**config.mk**
```make
export PLATFORM = sky130hd
export DESIGN_NAME = mem_arbiter
export DESIGN_NICKNAME = d
export VERILOG_FILES = /design/src/rtl/mem_arbiter.sv
export SDC_FILE = /design/constraint.sdc
export NUM_CORES = 1
export LEC_CHECK = 0
export CAP_MARGIN = 20
export CORE_ASPECT_RATIO = 0.8
export CORE_MARGIN = 5
export CORE_UTILIZATION = 40
export CTS_BUF_LIST = sky130_fd_sc_hd__clkbuf_4 sky130_fd_sc_hd__clkbuf_8
export CTS_CLUSTER_DIAMETER = 150
export DETAILED_ROUTE_END_ITERATION = 7
export GPL_ROUTABILITY_DRIVEN = 0
export PLACE_DENSITY = 0.85
export SLEW_MARGIN = 20
export SYNTH_ARGS = -nofsm -noshare
export SYNTH_HDL_FRONTEND = slang
export SYNTH_SLANG_ARGS = --single-unit
```
**constraint.sdc**
```tcl
create_clock -name clk -period 7.3 [get_ports clk]
set_input_delay 1.825 -clock clk [delete_from_list [all_inputs] [get_ports clk]]
set_output_delay 1.825 -clock clk [all_outputs]
set_load 0.01 [all_outputs]
```
**src/rtl/mem_arbiter.sv**
```systemverilog
// mem_arbiter: shares one single-ported memory between instruction fetch and
// data access. Data has priority; a saturating starvation counter forces a
// fetch grant after STARVE_MAX consecutive data grants made while fetch waited.
module mem_arbiter #(
  parameter int unsigned ADDR_W     = 32,
  parameter int unsigned DATA_W     = 32,
  parameter int unsigned STARVE_MAX = 4
) (
  input  logic              clk,
  input  logic              rst,
  input  logic              if_req,
  input  logic [ADDR_W-1:0] if_addr,
  output logic [DATA_W-1:0] if_rdata,
  output logic              if_done,
  input  logic              dm_req,
  input  logic              dm_we,
  input  logic [ADDR_W-1:0] dm_addr,
  input  logic [DATA_W-1:0] dm_wdata,
  output logic [DATA_W-1:0] dm_rdata,
  output logic              dm_done,
  output logic              mem_valid,
  input  logic              mem_ready,
  output logic              mem_we,
  output logic [ADDR_W-1:0] mem_addr,
  output logic [DATA_W-1:0] mem_wdata,
  input  logic              mem_rvalid,
  input  logic [DATA_W-1:0] mem_rdata,
  output logic              stall
);

  localparam int unsigned CNT_W = $clog2(STARVE_MAX + 1);

  typedef enum logic [1:0] {
    IDLE,
    ISSUE,
    WAIT,
    RESP
  } state_t;

  state_t           state;
  state_t           state_nxt;
  logic             owner_dm;    // 1: data port owns the current transaction
  logic             lat_we;
  logic [CNT_W-1:0] starve_cnt;
  logic             starve_full;
  logic             grant_if;
  logic             grant_dm;

  assign starve_full = (starve_cnt == CNT_W'(STARVE_MAX));

  // State register
  always_ff @(posedge clk or posedge rst) begin
    if (rst) begin
      state <= IDLE;
    end else begin
      state <= state_nxt;
    end
  end

  // Arbitration, next state and per-state outputs
  always_comb begin
    state_nxt = state;
    grant_if  = 1'b0;
    grant_dm  = 1'b0;
    mem_valid = 1'b0;
    if_done   = 1'b0;
    dm_done   = 1'b0;
    case (state)
      IDLE: begin
        if (if_req && (!dm_req || starve_full)) begin
          grant_if  = 1'b1;
          state_nxt = ISSUE;
        end else if (dm_req) begin
          grant_dm  = 1'b1;
          state_nxt = ISSUE;
        end
      end
      ISSUE: begin
        mem_valid = 1'b1;
        if (mem_ready) begin
          state_nxt = lat_we ? RESP : WAIT;
        end
      end
      WAIT: begin
        if (mem_rvalid) begin
          state_nxt = RESP;
        end
      end
      RESP: begin
        // No arbitration here so a requester's stale req is never re-granted.
        if_done   = ~owner_dm;
        dm_done   = owner_dm;
        state_nxt = IDLE;
      end
      default: state_nxt = IDLE;
    endcase
    mem_we = lat_we & mem_valid;
  end

  // Transaction capture at grant, starvation counting and read data return
  always_ff @(posedge clk or posedge rst) begin
    if (rst) begin
      owner_dm   <= 1'b0;
      lat_we     <= 1'b0;
      mem_addr   <= '0;
      mem_wdata  <= '0;
      if_rdata   <= '0;
      dm_rdata   <= '0;
      starve_cnt <= '0;
    end else begin
      if (grant_if) begin
        // Fetch is always a read and carries zero write data.
        owner_dm   <= 1'b0;
        lat_we     <= 1'b0;
        mem_addr   <= if_addr;
        mem_wdata  <= '0;
        starve_cnt <= '0;
      end else if (grant_dm) begin
        owner_dm  <= 1'b1;
        lat_we    <= dm_we;
        mem_addr  <= dm_addr;
        mem_wdata <= dm_wdata;
        if (if_req && !starve_full) begin
          starve_cnt <= starve_cnt + CNT_W'(1);
        end
      end
      if (state == WAIT && mem_rvalid) begin
        if (owner_dm) begin
          dm_rdata <= mem_rdata;
        end else begin
          if_rdata <= mem_rdata;
        end
      end
    end
  end

  assign stall = (if_req & ~if_done) | (dm_req & ~dm_done);

endmodule

```
# ---- Word level (Yosys, flattened, before mapping)
# Index checks and enable logic that the tools add are counted.
dict set report classes {
  n_lt_le_gt_ge 0
  div 0
  n_reduce_logical 13
  muxes 25
  mul 0
  eq_ne 7
  n_shift 0
  n_addsub 1
  bitwise 7
}
# op count
set ops {}
lappend ops {{2-to-1 mux 32 bit} 4}
lappend ops {{2-to-1 mux 1 bit} 13}
lappend ops {{2-to-1 mux 3 bit} 3}
lappend ops {{2-to-1 mux 2 bit} 4}
lappend ops {{case mux 2 bit (4 select lines)} 1}
lappend ops {{AND reduction 2 bit} 3}
lappend ops {{== test 2 bit (second input constant)} 2}
lappend ops {{inequality test 2 bit (second input constant)} 2}
lappend ops {{nonzero test 2 bit} 2}
lappend ops {{adder 3 x 1 -> 3 bit (second input constant)} 1}
lappend ops {{AND 1 bit} 3}
lappend ops {{== test 3 bit (second input constant)} 1}
lappend ops {{logical AND 1 bit} 3}
lappend ops {{inequality test 3 bit (second input constant)} 1}
lappend ops {{NOT 1 bit} 3}
lappend ops {{AND reduction 3 bit} 1}
lappend ops {{== test 2 x 1 -> 1 bit (second input constant)} 1}
lappend ops {{zero test 1 bit} 2}
lappend ops {{zero test 2 bit} 1}
lappend ops {{logical OR 1 bit} 1}
lappend ops {{bitwise OR 1 bit} 1}
dict set report word_totals {
  latch_bits 0
  memories 0
  out_inout_bits 133
  regBits 135
  rom_bits 0
  wordCells 61
  ramBits 0
  in_bits 135
}

# ---- Depth between registers and ports, before layout
# Gate-level depths: netlist of the first run.
dict set report depth {
  word_depth 7
  depth_mapped 7
  ltp_nobuf 5
}

# ---- Worst setup path before layout of the first run
# No wires, ideal clock.
dict set report synth_path {
  path_type {input to output}
  from {in if_req}
  to {out stall}
  path_slack_ps 3278
  required_ps 5475
  t_arrival_ps 2197
  n_path_buf 0
  path_stages 3
  cell_sequence {inv_1 nor2_1 a2bb2oi_1}
}
dict set report synth_between {
  elab_chain_cells 2
}
# item line_no
set synth_lines {}
lappend synth_lines {{start: declaration} 11} ;# input logic if_req,
lappend synth_lines {{AND 1 bit} 137} ;# assign stall = (if_req & ~if_done) | (dm_req & ~dm_done);
lappend synth_lines {{bitwise OR 1 bit} 137}
lappend synth_lines {{end: declaration} 28} ;# output logic stall
# No other way between the ends.

# ---- Worst setup path after layout of the first run
# Same ends and word-level chain as after synthesis.

==> results of run 1 <==
==> sequential cells by signal (all words and copies together) (netlist names) <==
name        cells
dm_rdata       32
if_rdata       32
mem_addr       32
mem_wdata      32
starve_cnt      3
state           2
lat_we          1
owner_dm        1
==> per-layer routing <==
layer  global-route usage (%)  vias to the layer above  share of wire (%)  wire, microns
met2                    34.64                      266                 50           8502
met4                    7.220                        2                1.2            206
li1                         -                     2271                  -              -
met1                    24.86                     2393                 40           6841
met3                    6.394                       24                8.7           1485
met5                        0                        -              0.065             11
==> worst max-delay path, stage by stage <==
cell             delay (ns)
clkdlybuf4s50_1        0.64
inv_1                  0.10
nor2_1                 0.11
a2bb2oi_1              0.15
clkdlybuf4s50_1        0.57
==> how the worst max path moves through the flow <==
stage,depth (start not counted),slack [ns],start,endpoint
after detailed placement,5,2.10,if_req,stall
after global placement,5,2.11,if_req,stall
after global routing,5,1.97,if_req,stall
after CTS,5,2.10,if_req,stall
after floorplan,1,1.86,rst,dm_rdata[0]$_DFFE_PP0P_
final,5,2.09,if_req,stall
==> cell usage in the layout, fill, tap and decap left out, types with 2 or more instances in the layout <==
master	netlist	routed
bufinv_16	0	3
o21ai_1	42	41
inv_1	10	9
buf_4	1	5
clkinv_4	0	2
dfrtp_1	135	135
nand2_1	68	67
ha_1	6	6
mux2_2	65	65
inv_6	0	3
nand3_1	3	2
and2_1	2	2
clkinv_2	0	2
nor2_1	37	36
o21ai_0	26	26
clkbuf_8	0	20
clkdlybuf4s50_1	0	267
a21oi_1	32	32
a31oi_1	33	33
nand2b_1	2	2
==> power by group <==
group,switching (W),total [W],internal [W]
sequential,0.000220,0.00134,0.00112
combinational,0.000808,0.00180,0.000995
clock,0.000278,0.000648,0.000369
total,0.00131,0.00379,0.00248
==> logic make-up (layout without fill, tap and decap cells) <==
family / count (synthesis) / in the layout
AOI/OAI and AO/OA: 141 / 141
DFF: 135 / 135
and+or+nand+nor: 115 / 115
muxes: 65 / 65
buffers and inverters: 46 / 313
adders and majority gates: 6 / 6
==> layout make-up <==
type / count / area share, %
Timing Repair Buffer: 272 / 30.60
Inverter: 10 / 0.4804
Sequential cell: 135 / 38.15
Multi-Input combinational cell: 327 / 23.42
Clock inverter: 10 / 1.611
Clock buffer: 21 / 3.193
Tap cell: 180 / 2.543
==> stage by stage <==
| step | std cells | setup WS (ns) |
|---|---|---|
| after CTS | 955 | 2.097 |
| after global routing | 955 | 1.970 |
| after detailed placement | 924 | 2.095 |
| after global placement | 924 | 2.111 |
| after floorplan | 508 | 1.864 |
| final | 955 | 2.086 |
==> flow_summary.json, run 1 <==
{
  "routed_via_count": 4956,
  "post_synth_edffs": 0,
  "critical_path_peak_fanout": 6,
  "clock_insertion_delay_worst_skew_ns": 0.43,
  "cts_tree": "yes",
  "final_hold_viol_count": 0,
  "row_count": 38,
  "postLayoutCoreUtil_pct": 64.67,
  "synth_xor_area_share_pct": 0,
  "cts.root.buffer_cell": "clkbuf_8",
  "post_synth.cell_area_avg_sq_um": 11.07,
  "dieHeight_microns": 116.1,
  "r2r_end": "mem_wdata[10]$_DFFE_PP0P_",
  "asyncSetResetFlopFracSynth_pct": 100.0,
  "timing.hold.worst_endpoint": "mem_wdata[20]$_DFFE_PP0P_",
  "holdCritStartpoint": "mem_wdata[20]$_DFFE_PP0P_",
  "yosysMostFrequentCell": "dfrtp_1",
  "clock_sinks": 135,
  "worst_ir_drop_vdd_mv": 0.2687,
  "slew-limit-headroom_pct": 37.44,
  "worst_clock_skew_ns": 0.01072,
  "synthAdderAreaFrac_pct": 1.335,
  "place.port_buffers": 267,
  "grt_setup_unrepaired": "no",
  "synth_compound_gate_area_share_pct": 13.83,
  "start_util_pct": 41.08,
  "post_synth_num_cell_types": 27,
  "multi_input_area_sq_um": 2074,
  "holdBufCountCts": 0,
  "simple_gate_area_share_of_the_yosys_netlist_pct": 8.096,
  "number_of_setup_buffers_added_after_cts": 0,
  "drv.max_cap_violation_count": 0,
  "cts_max_path_buffers": 2,
  "global_route.usage.total_pct": 20.44,
  "cp_data_arrival_time_ns": 3.39,
  "endpoint_kind": "primary output",
  "finalSetupViolCount": 0,
  "drtIter0Drc": 202,
  "ys_seq_elements": 135,
  "hpwl_mm": 12.40,
  "detailedRoute.firstPassIterationCount": 5,
  "nets": 904,
  "synth_top_area_share_pct": 60.05,
  "mappedNetlistNets": 649,
  "synth_commonest_cells": "dfrtp_1, nand2_1, mux2_2, o21ai_1, nor2_1",
  "floorplan.core_area_sq_um": 13690,
  "synth_top_family_by_area": "compound AO/OA/AOI/OAI gates",
  "ff2ff_setup_slack_ns": 4.89,
  "netlist_top_cells_area": "dfrtp_1, mux2_2, nand2_1, o21ai_1, a31oi_1",
  "crit-reg2reg-launch": "state[0]$_DFFE_PP0P_",
  "io_pins": 268,
  "yosysWarningCount": 0,
  "total_power_w": 0.003789,
  "final_layout_worst_hold_slack_ns": 0.4927,
  "fin_area_sq_um": 8856,
  "sequential_fraction_of_the_synthesis_area_pct": 60.05,
  "synthToLayoutAreaGrowth_pct": 57.43,
  "setup_tns_ns": 0,
  "slew_violations": 0,
  "antenna_cells": 0,
  "placement.cell_area_sq_um": 8428,
  "fp.dieW_microns": 142.6,
  "path_class": "in -> out",
  "synth.mux.area_fraction_pct": 13.01,
  "die_area_sq_um": 16550,
  "grt_overflow": 0,
  "post_route_cells_drive_above_1_share_pct": 14.06,
  "filler_cell_count": 1001,
  "hold_path_class": "reg -> reg",
  "worstMarginPinSlew_ns": 0.9383,
  "run_status": "complete, no violations",
  "maxClockFrequency_mhz": 191.8,
  "clkTransAtPathRegs_ns": 0.07,
  "synth-main-ff-cell": "dfrtp_1",
  "routed_via_density": 5.190,
  "grt_first_pass_wirelength_mm": 26.62,
  "critPathRequiredTime_ns": 5.48,
  "layout_min_cycle_time_ns": 5.214,
  "largest_net_degree_at_the_start_of_global_routing": 76,
  "grt_antenna_before_repair": 1,
  "htree_num_levels": 4,
  "leakage_nw": 3.705,
  "antenna_violating_nets_post_route": 0,
  "first_global_vias": 5355,
  "drt-wirelength-per-cell_microns": 17.85,
  "cts_buffers": 17,
  "drc_violation_count_after_routing": 0,
  "hold_path_depth": 2,
  "synthCells": 508,
  "route.final.wire_length_mm": 17.05,
  "type_of_origin_of_the_critical_path": "input port",
  "syn-cell-area_sq_um": 5625,
  "timing.final.crit_share_pct": 71.42,
  "cts_resized": 0,
  "timing.reg2reg.worst_path_depth": 5,
  "seqCellArea_sq_um": 3378,
  "synth.largest_area_cell": "dfrtp_1",
  "power.density_nw_per_um2": 427.8
}
Power figures use the tool's default switching activity.
==> run 2: changes to the inputs <==
==> constraint.sdc (replaced) <==
create_clock -name clk -period 5.3 [get_ports clk]
set_input_delay 1.325 -clock clk [delete_from_list [all_inputs] [get_ports clk]]
set_output_delay 1.325 -clock clk [all_outputs]
set_load 0.01 [all_outputs]
==> flow_summary.json, run 2 (synthesis results as in run 1) <==
{
  "run_status": "complete, no violations",
  "largest_net_degree_at_the_start_of_global_routing": 108,
  "multi_input_area_sq_um": 2072,
  "cp_slowest_stage_delay_ns": 0.63,
  "path_cells": "clkdlybuf4s50_1 -> inv_1 -> nor2_1 -> a2bb2oi_1 -> clkdlybuf4s50_1",
  "layout.cells.most_common": "clkdlybuf4s50_1",
  "library_cell_appearing_most_often_on_the_critical_path": "clkdlybuf4s50_1",
  "post_route_cells_drive_above_1_share_pct": 14.27,
  "routed_via_density": 5.133,
  "grt_overflow": 0,
  "seqCellArea_sq_um": 3378,
  "cts_buffers": 17,
  "worst_ir_drop_vdd_mv": 0.2981,
  "floorplan.core_area_sq_um": 13690,
  "cp_data_arrival_time_ns": 2.94,
  "first_global_vias": 5138,
  "cts_tree": "yes",
  "antenna_cells": 0,
  "hpwl_mm": 12.22,
  "critical_path.slowest_cell": "clkdlybuf4s50_1",
  "postLayoutCoreUtil_pct": 64.99,
  "dieHeight_microns": 116.1,
  "critPathRequiredTime_ns": 3.97,
  "clock_sinks": 135,
  "maxClockFrequency_mhz": 234.3,
  "clock_insertion_delay_worst_skew_ns": 0.43,
  "drv.max_cap_violation_count": 0,
  "drtIter0Drc": 259,
  "setup_tns_ns": 0,
  "io_pins": 268,
  "endpoint_kind": "primary output",
  "htree_num_levels": 4,
  "antenna_violating_nets_post_route": 0,
  "place.port_buffers": 267,
  "layout_min_cycle_time_ns": 4.267,
  "routed_via_count": 4917,
  "drt-wirelength-per-cell_microns": 17.89,
  "nets": 907,
  "slew-limit-headroom_pct": 43.55,
  "detailedRoute.firstPassIterationCount": 5,
  "grt_antenna_before_repair": 0,
  "leading_cell_types_in_the_layout_fill_and_taps_excluded": "clkdlybuf4s50_1, dfrtp_1, nand2_1",
  "number_of_setup_buffers_added_after_cts": 0,
  "start_util_pct": 41.08,
  "type_of_origin_of_the_critical_path": "input port",
  "worst_clock_skew_ns": 0.008109,
  "global_route.usage.total_pct": 20.07,
  "cts_max_path_buffers": 2,
  "route.final.wire_length_mm": 17.14,
  "die_area_sq_um": 16550,
  "worstMarginPinSlew_ns": 0.8458,
  "filler_cell_count": 1000,
  "grt_setup_unrepaired": "no",
  "drc_violation_count_after_routing": 0,
  "grt_first_pass_wirelength_mm": 26.20,
  "holdBufCountCts": 0,
  "critical_path_peak_fanout": 6,
  "fp.dieW_microns": 142.6,
  "power.density_nw_per_um2": 587.4,
  "slew_violations": 0,
  "clkTransAtPathRegs_ns": 0.07,
  "cts.root.buffer_cell": "clkbuf_8",
  "hold_path_class": "reg -> reg",
  "leakage_nw": 3.725,
  "path_class": "in -> out",
  "synthToLayoutAreaGrowth_pct": 58.21,
  "final_hold_viol_count": 0,
  "finalSetupViolCount": 0,
  "timing.final.crit_share_pct": 80.52,
  "row_count": 38,
  "cts_resized": 0
}
[run 2: path summary, 6_finish.rpt]
kind	endpoint	slack [ns]	depth (start not counted)	from
min in group asynchronous	if_rdata[1]$_DFFE_PP0P_	1.23	2	rst
max	stall	1.03	5	if_req
min	mem_wdata[21]$_DFFE_PP0P_	0.48	2	mem_wdata[21]$_DFFE_PP0P_
max in group asynchronous	if_rdata[24]$_DFFE_PP0P_	3.03	4	rst
min reg2reg	mem_wdata[21]$_DFFE_PP0P_	0.48	2	mem_wdata[21]$_DFFE_PP0P_
max reg2reg	mem_wdata[11]$_DFFE_PP0P_	3.09	6	state[0]$_DFFE_PP0P_
[run 2: metal layers]
| layer | track usage [%] | vias up | wire length [microns] |
|---|---|---|---|
| met5 | 0 | - | 0 |
| met4 | 5.066 | 0 | 171 |
| met3 | 7.632 | 17 | 1580 |
| met2 | 33.64 | 226 | 8470 |
| met1 | 24.67 | 2393 | 6915 |
| li1 | - | 2281 | - |
[run 2: area by class of cell]
| cell class | instances | area share [%] |
|---|---|---|
| Inverter | 10 | 0.4780 |
| Clock inverter | 11 | 1.645 |
| Clock buffer | 20 | 2.952 |
| Tap cell | 180 | 2.531 |
| Multi-Input combinational cell | 327 | 23.28 |
| Timing Repair Buffer | 275 | 31.15 |
| Sequential cell | 135 | 37.96 |
[run 2: worst max-delay path, delay by kind of cell]
family	cells	cell delay [ns]
compound gates	1	0.18
simple gates	1	0.13
buf+inv	3	1.31
[run 2: per-stage QoR]
step	hold slack [ns]	cells	total power (W)	worst slack (ns)	area (sq um)
3_3_place_gp	0.4617	925	0.004241	1.090	8424
5_1_grt	0.5090	958	0.005539	0.9692	8900
2_1_floorplan	0.4559	508	0.002948	0.3639	5625
6_report	0.4849	958	0.005228	1.033	8900
4_1_cts	0.4913	956	0.005256	1.018	8845
3_5_place_dp	0.4744	925	0.004353	1.028	8436
[run 2: where the power goes]
part           internal (W)  total [W]  switching, W
clock network      0.000488   0.000885      0.000397
registers           0.00154    0.00184      0.000298
logic               0.00139    0.00251       0.00111
